==> src/rtl/pipe_pkg.sv <==
// ============================================================================
// Module : pipe_pkg
// Brief  : Shared writeback-source codes and writeback state encoding.
// Rev    : 1.0 - initial release
// ============================================================================
`default_nettype none

package pipe_pkg;

  localparam logic [1:0] WB_SRC_ALU  = 2'd0;
  localparam logic [1:0] WB_SRC_MEM  = 2'd1;
  localparam logic [1:0] WB_SRC_LINK = 2'd2;
  localparam logic [1:0] WB_SRC_IMM  = 2'd3;

  typedef enum logic [1:0] {
    ST_EMPTY     = 2'd0,
    ST_FULL      = 2'd1,
    ST_WAIT_LOAD = 2'd2
  } wb_state_t;

endpackage

`default_nettype wire

==> src/rtl/load_extract.sv <==
// ============================================================================
// Module : load_extract
// Brief  : Byte/word load extraction with sign or zero extension.
// Rev    : 1.0 - initial release
// ============================================================================
`default_nettype none

module load_extract #(
  parameter int DATA_W = 16
) (
  input  logic [DATA_W-1:0] word,
  input  logic              lane,
  input  logic              ld_byte,
  input  logic              ld_signed,
  output logic [DATA_W-1:0] result
);

  generate
    if (DATA_W > 8) begin : g_wide
      logic [7:0] w_byte;
      // Lane 1 is the low byte of the upper half of the word.
      assign w_byte = lane ? word[DATA_W/2 +: 8] : word[7:0];
      always_comb begin
        result = word;
        if (ld_byte) result = {{(DATA_W-8){ld_signed & w_byte[7]}}, w_byte};
      end
    end else begin : g_narrow
      assign result = word;
    end
  endgenerate

endmodule

`default_nettype wire

==> src/rtl/writeback_stage_p.sv <==
// ============================================================================
// Module : writeback_stage_p
// Brief  : MEM/WB register, result select, late-load wait and retire counter.
// Rev    : 1.0 - initial release
// ============================================================================
`default_nettype none

module writeback_stage_p
  import pipe_pkg::*;
#(
  parameter int DATA_W   = 16,
  parameter int RADDR_W  = 3,
  parameter int CNT_W    = 16,
  parameter int ZERO_REG = 1
) (
  input  logic               clk,
  input  logic               reset,
  input  logic               in_valid,
  output logic               in_ready,
  input  logic               in_regwrite,
  input  logic [1:0]         in_src,
  input  logic [DATA_W-1:0]  in_alu,
  input  logic [DATA_W-1:0]  in_link,
  input  logic [DATA_W-1:0]  in_imm,
  input  logic               in_ld_byte,
  input  logic               in_ld_signed,
  input  logic [RADDR_W-1:0] in_rd,
  input  logic               mem_rvalid,
  input  logic [DATA_W-1:0]  mem_rdata,
  input  logic               flush,
  output logic               rf_we,
  output logic [RADDR_W-1:0] rf_waddr,
  output logic [DATA_W-1:0]  rf_wdata,
  output logic               pend_valid,
  output logic [RADDR_W-1:0] pend_rd,
  output logic [CNT_W-1:0]   instret
);

  wb_state_t          r_state, w_state_nx;
  logic               r_regwrite, r_lane, r_byte, r_signed;
  logic [RADDR_W-1:0] r_rd;
  logic [DATA_W-1:0]  r_data;
  logic [CNT_W-1:0]   r_instret;

  logic               w_wait, w_accept, w_is_load;
  logic               w_lane, w_byte, w_signed;
  logic [DATA_W-1:0]  w_ext, w_sel;

  assign w_wait    = (r_state == ST_WAIT_LOAD);
  assign in_ready  = !w_wait;
  assign w_accept  = in_valid && in_ready && !flush;
  assign w_is_load = (in_src == WB_SRC_MEM);

  // While waiting, extraction uses the controls captured at accept time.
  assign w_lane   = w_wait ? r_lane   : in_alu[0];
  assign w_byte   = w_wait ? r_byte   : in_ld_byte;
  assign w_signed = w_wait ? r_signed : in_ld_signed;

  load_extract #(.DATA_W(DATA_W)) u_load_extract (
    .word      (mem_rdata),
    .lane      (w_lane),
    .ld_byte   (w_byte),
    .ld_signed (w_signed),
    .result    (w_ext)
  );

  always_comb begin
    w_sel = w_ext;
    if (!w_wait) begin
      case (in_src)
        WB_SRC_ALU:  w_sel = in_alu;
        WB_SRC_LINK: w_sel = in_link;
        WB_SRC_IMM:  w_sel = in_imm;
        default:     w_sel = w_ext;
      endcase
    end
  end

  always_comb begin
    w_state_nx = ST_EMPTY;
    case (r_state)
      ST_WAIT_LOAD: begin
        if (flush)           w_state_nx = ST_EMPTY;
        else if (mem_rvalid) w_state_nx = ST_FULL;
        else                 w_state_nx = ST_WAIT_LOAD;
      end
      default: begin
        if (w_accept) w_state_nx = (!w_is_load || mem_rvalid) ? ST_FULL : ST_WAIT_LOAD;
      end
    endcase
  end

  always_ff @(posedge clk) begin
    if (reset) begin
      r_state    <= ST_EMPTY;
      r_regwrite <= 1'b0;
      r_lane     <= 1'b0;
      r_byte     <= 1'b0;
      r_signed   <= 1'b0;
      r_rd       <= '0;
      r_data     <= '0;
      r_instret  <= '0;
    end else begin
      r_state <= w_state_nx;
      if (w_accept) begin
        r_regwrite <= in_regwrite;
        r_rd       <= in_rd;
        r_lane     <= in_alu[0];
        r_byte     <= in_ld_byte;
        r_signed   <= in_ld_signed;
      end
      if (w_state_nx == ST_FULL) r_data <= w_sel;
      if (r_state == ST_FULL) r_instret <= r_instret + CNT_W'(1);
    end
  end

  assign rf_we      = (r_state == ST_FULL) && r_regwrite && !((ZERO_REG != 0) && (r_rd == '0));
  assign rf_waddr   = r_rd;
  assign rf_wdata   = r_data;
  assign pend_valid = w_wait;
  assign pend_rd    = r_rd;
  assign instret    = r_instret;

endmodule

`default_nettype wire

==> config.mk <==
export PLATFORM = sky130hd
export DESIGN_NAME = writeback_stage_p
export DESIGN_NICKNAME = d
export VERILOG_FILES = /design/src/rtl/pipe_pkg.sv /design/src/rtl/load_extract.sv /design/src/rtl/writeback_stage_p.sv
export SDC_FILE = /design/constraint.sdc
export NUM_CORES = 1
export LEC_CHECK = 0
export CELL_PAD_IN_SITES_DETAIL_PLACEMENT = 0
export CELL_PAD_IN_SITES_GLOBAL_PLACEMENT = 1
export CORE_ASPECT_RATIO = 1.25
export CORE_MARGIN = 5
export CORE_UTILIZATION = 29
export CTS_BUF_LIST = sky130_fd_sc_hd__clkbuf_2
export CTS_CLUSTER_DIAMETER = 100
export DETAILED_ROUTE_END_ITERATION = 16
export PLACE_DENSITY = 0.77
export SYNTH_ARGS = -nofsm -noshare
export SYNTH_HDL_FRONTEND = slang
export SYNTH_SLANG_ARGS = --single-unit
export TNS_END_PERCENT = 50
==> constraint.sdc <==
create_clock -name clk -period 2.6 [get_ports clk]
set_input_delay 0.39 -clock clk [delete_from_list [all_inputs] [get_ports clk]]
set_output_delay 0.39 -clock clk [all_outputs]
set_load 0.02 [all_outputs]
==> results.cfg <==
[placed_design]
place_congestion = 0.7803
hpwl_microns = 5947
post-place-ws_ps = 148.2
placed_area_sq_um = 3643
port_buffers = 117

[yosys]
synth_edf_count = 0
yosysSeqAreaShare_pct = 34.51
synth_warnings = 0
async_flop_share_pct = 0
ys.flop_type = dfxtp_1
syn_nets = 350
ys_types = 39
avgSynthCellArea_sq_um = 8.745
yosys_register_bits = 41
synth_area_sq_um = 2379
synthesis.instances = 272

[routing]
drc_errors = 0
wl_per_cell_microns = 16.00
via_count = 2403
vias_per_cell = 4.996
postRouteAntennaNets = 0
routed_wirelength_microns = 7694
first_pass_iters = 4
drt-initial-drc-count = 50

[final_layout]
nNetsFinal = 461
n_antenna_cell = 0
area_growth_pct = 56.18
fillers = 801
layout-drive-gt1-share_pct = 6.771
final_area_sq_um = 3715

[min_path]
whs_path_depth = 2
hp-class = input port to flip-flop
min_from = reset
hold_path_end = rf_wdata[6]

[timing]
tns_ps = 0
setup_violations = 0
min_period_ps = 2264
worst_pin_slew_ps = 1053
finalMaxSlewViolations = 0
fin_ws_ps = 336.3
whs_ps = 457.2
relSlewSlack_pct = 29.55
timing.fmax_mhz = 441.8
period_share_pct = 87.07
finalClockSkew_ps = 22.30
rsz0062_at_grt = no
finalHoldViolCount = 0

[global_route]
grt_start_max_net_pins = 34
grt_pass1_wl_microns = 12810
overflow = 0
first_global_vias = 2477
grt_antenna_before_repair = 0
globalRouteTotalUtil_pct = 15.22

[worst_setup_path]
cp_num_buf_inv = 2
end_kind = output port
timing.rr.start = r_state[1]
cp_slowest_stage_delay_ps = 600
crit_family = buffers and inverters
start_kind = flip-flop
worst_ep_arrival_time_ps = 1870
path_cells = nor2b_1 -> buf_4 -> o311a_1 -> clkdlybuf4s50_1
reg2reg_depth = 6
worstSetupPathType = flip-flop to output port
cpMaxStageDelayCell = clkdlybuf4s50_1
crit_fanout = 10
reg2reg_slack_ps = 490
cp.required_ps = 2210
r2r-end = rf_wdata[3]

[pwr]
total_power_uw = 1428
power_per_cell_area_nw_per_um2 = 384.3
vdd_drop_max_mv = 0.2186
leakagePower_uw = 0.001338

[floorplan]
rows = 37
initial_utilization_pct = 29.36
core_area_sq_um = 8102
die_y_microns = 111.3
dieArea_sq_um = 10120
die-width_microns = 91
io_pins = 118

[outcome]
status = finished clean

[clock_network]
post-cts-setup-buffers = 0
cts.hold.buffers_added = 0
cts_max_path_buffers = 2
clk_pin_slew_worst_paths_ps = 230
cts_root_buffer = clkbuf_2
cts.repair.resized = 0
clk_latency_ps = 400
cts-buffers-inserted = 5
cts_sinks = 41
cts.htree.levels = 2
cts_tree = built

[job]
maxCapViolCount = 0
==> cell type report <==
type | instances | area, sq um | share of cell area (%)
timing repair buffer | 127 | 1266 | 34.09
inverter | 5 | 18.77 | 0.5052
tap | 97 | 121.4 | 3.267
clock inverter | 3 | 46.29 | 1.246
sequential | 41 | 820.8 | 22.09
multi-input combinational | 203 | 1416 | 38.13
clock buffer | 5 | 25.02 | 0.6736
==> worst reg2reg max path, stage by stage, from the launching register on <==
cell and delay [ps]:
dfxtp_1 390, nor2b_1 150, buf_4 170, nor2_1 810, o211ai_1 210, mux2i_1 230
a311oi_2 70
==> Yosys cell counts (3+ instances only) <==
cell type	number	area, sq um
o32ai_1	8	70.07
a21oi_1	6	30.03
o211ai_1	9	67.56
or3_1	3	18.77
clkbuf_1	11	41.29
a211oi_1	7	52.55
dfxtp_1	41	820.8
buf_2	5	25.02
xor2_1	7	61.31
a311oi_1	3	26.28
nand3_1	6	30.03
inv_1	4	15.01
buf_4	4	30.03
mux2i_1	40	400.4
o21ai_0	17	85.08
nor2_1	23	86.33
xnor2_1	5	43.79
nand4_1	3	18.77
nand2_1	24	90.09
a311oi_2	5	75.07
nor2b_1	4	25.02
nand2b_1	8	50.05
nor3_1	3	15.01
o21ai_1	3	15.01
and3_1	5	31.28
==> cell usage in the layout, fill, tap and decap left out, drive strengths merged, types with 6 or more instances in the layout <==
cell and instances:
nand2b 8, buf 11, a311oi 8, a211oi 8, clkdlybuf4s50 116, xor2 7
o32ai 8, nand2 24, o21ai 21, dfxtp 41, mux2i 40, o211ai 9
a21oi 6, nand3 6, nor2 23
==> cells by family (layout without fill, tap and decap cells) <==
kind of cell	after synthesis	in the layout	share of synthesized area (%)
buffers and inverters	28	140	5.944
AND/OR/NAND/NOR	86	86	17.46
adder cells (fa/ha/maj)	1	1	0.5260
XOR/XNOR	12	12	4.419
multiplexers	40	40	16.83
AO/OA/AOI/OAI	64	64	20.30
flip-flops	41	41	34.51
==> how the worst max path moves through the flow <==
stage / startpoint / end / cells after the start
2_1_floorplan: in_src[0] / rf_wdata[12] / 8
3_3_place_gp: in_src[1] / rf_wdata[5] / 6
3_5_place_dp: in_src[0] / rf_wdata[3] / 6
4_1_cts: r_state[0] / rf_we / 4
5_1_grt: r_state[1] / in_ready / 3
6_report: r_state[0] / rf_we / 4
==> state kept, by name (all words and copies together) (netlist names) <==
name        cells
pend_rd         3
r_state         2
r_signed        1
r_lane          1
rf_wdata       16
r_byte          1
r_regwrite      1
instret        16
==> power by group <==
| part | switching, uW | internal, uW | total [uW] |
|---|---|---|---|
| Combinational | 160 | 210 | 370 |
| Sequential | 14.7 | 652 | 666 |
| Clock | 227 | 164 | 391 |
==> metal layers <==
layer,up-vias,share of wire [%],global-route usage [%],wire [microns]
li1,1207,-,-,-
met1,1110,41,18.14,3175
met2,84,50,26.18,3876
met3,2,8.0,5.295,614
met4,0,0.35,3.229,27
met5,-,0,0,0
==> metrics by stage <==
step	instances	util [%]
floorplan	272	-
global placement	473	44.97
detailed placement	473	44.97
CTS	481	45.85
global route	481	45.85
finish	481	45.85
No activity file was read; power rests on OpenSTA's default activity.
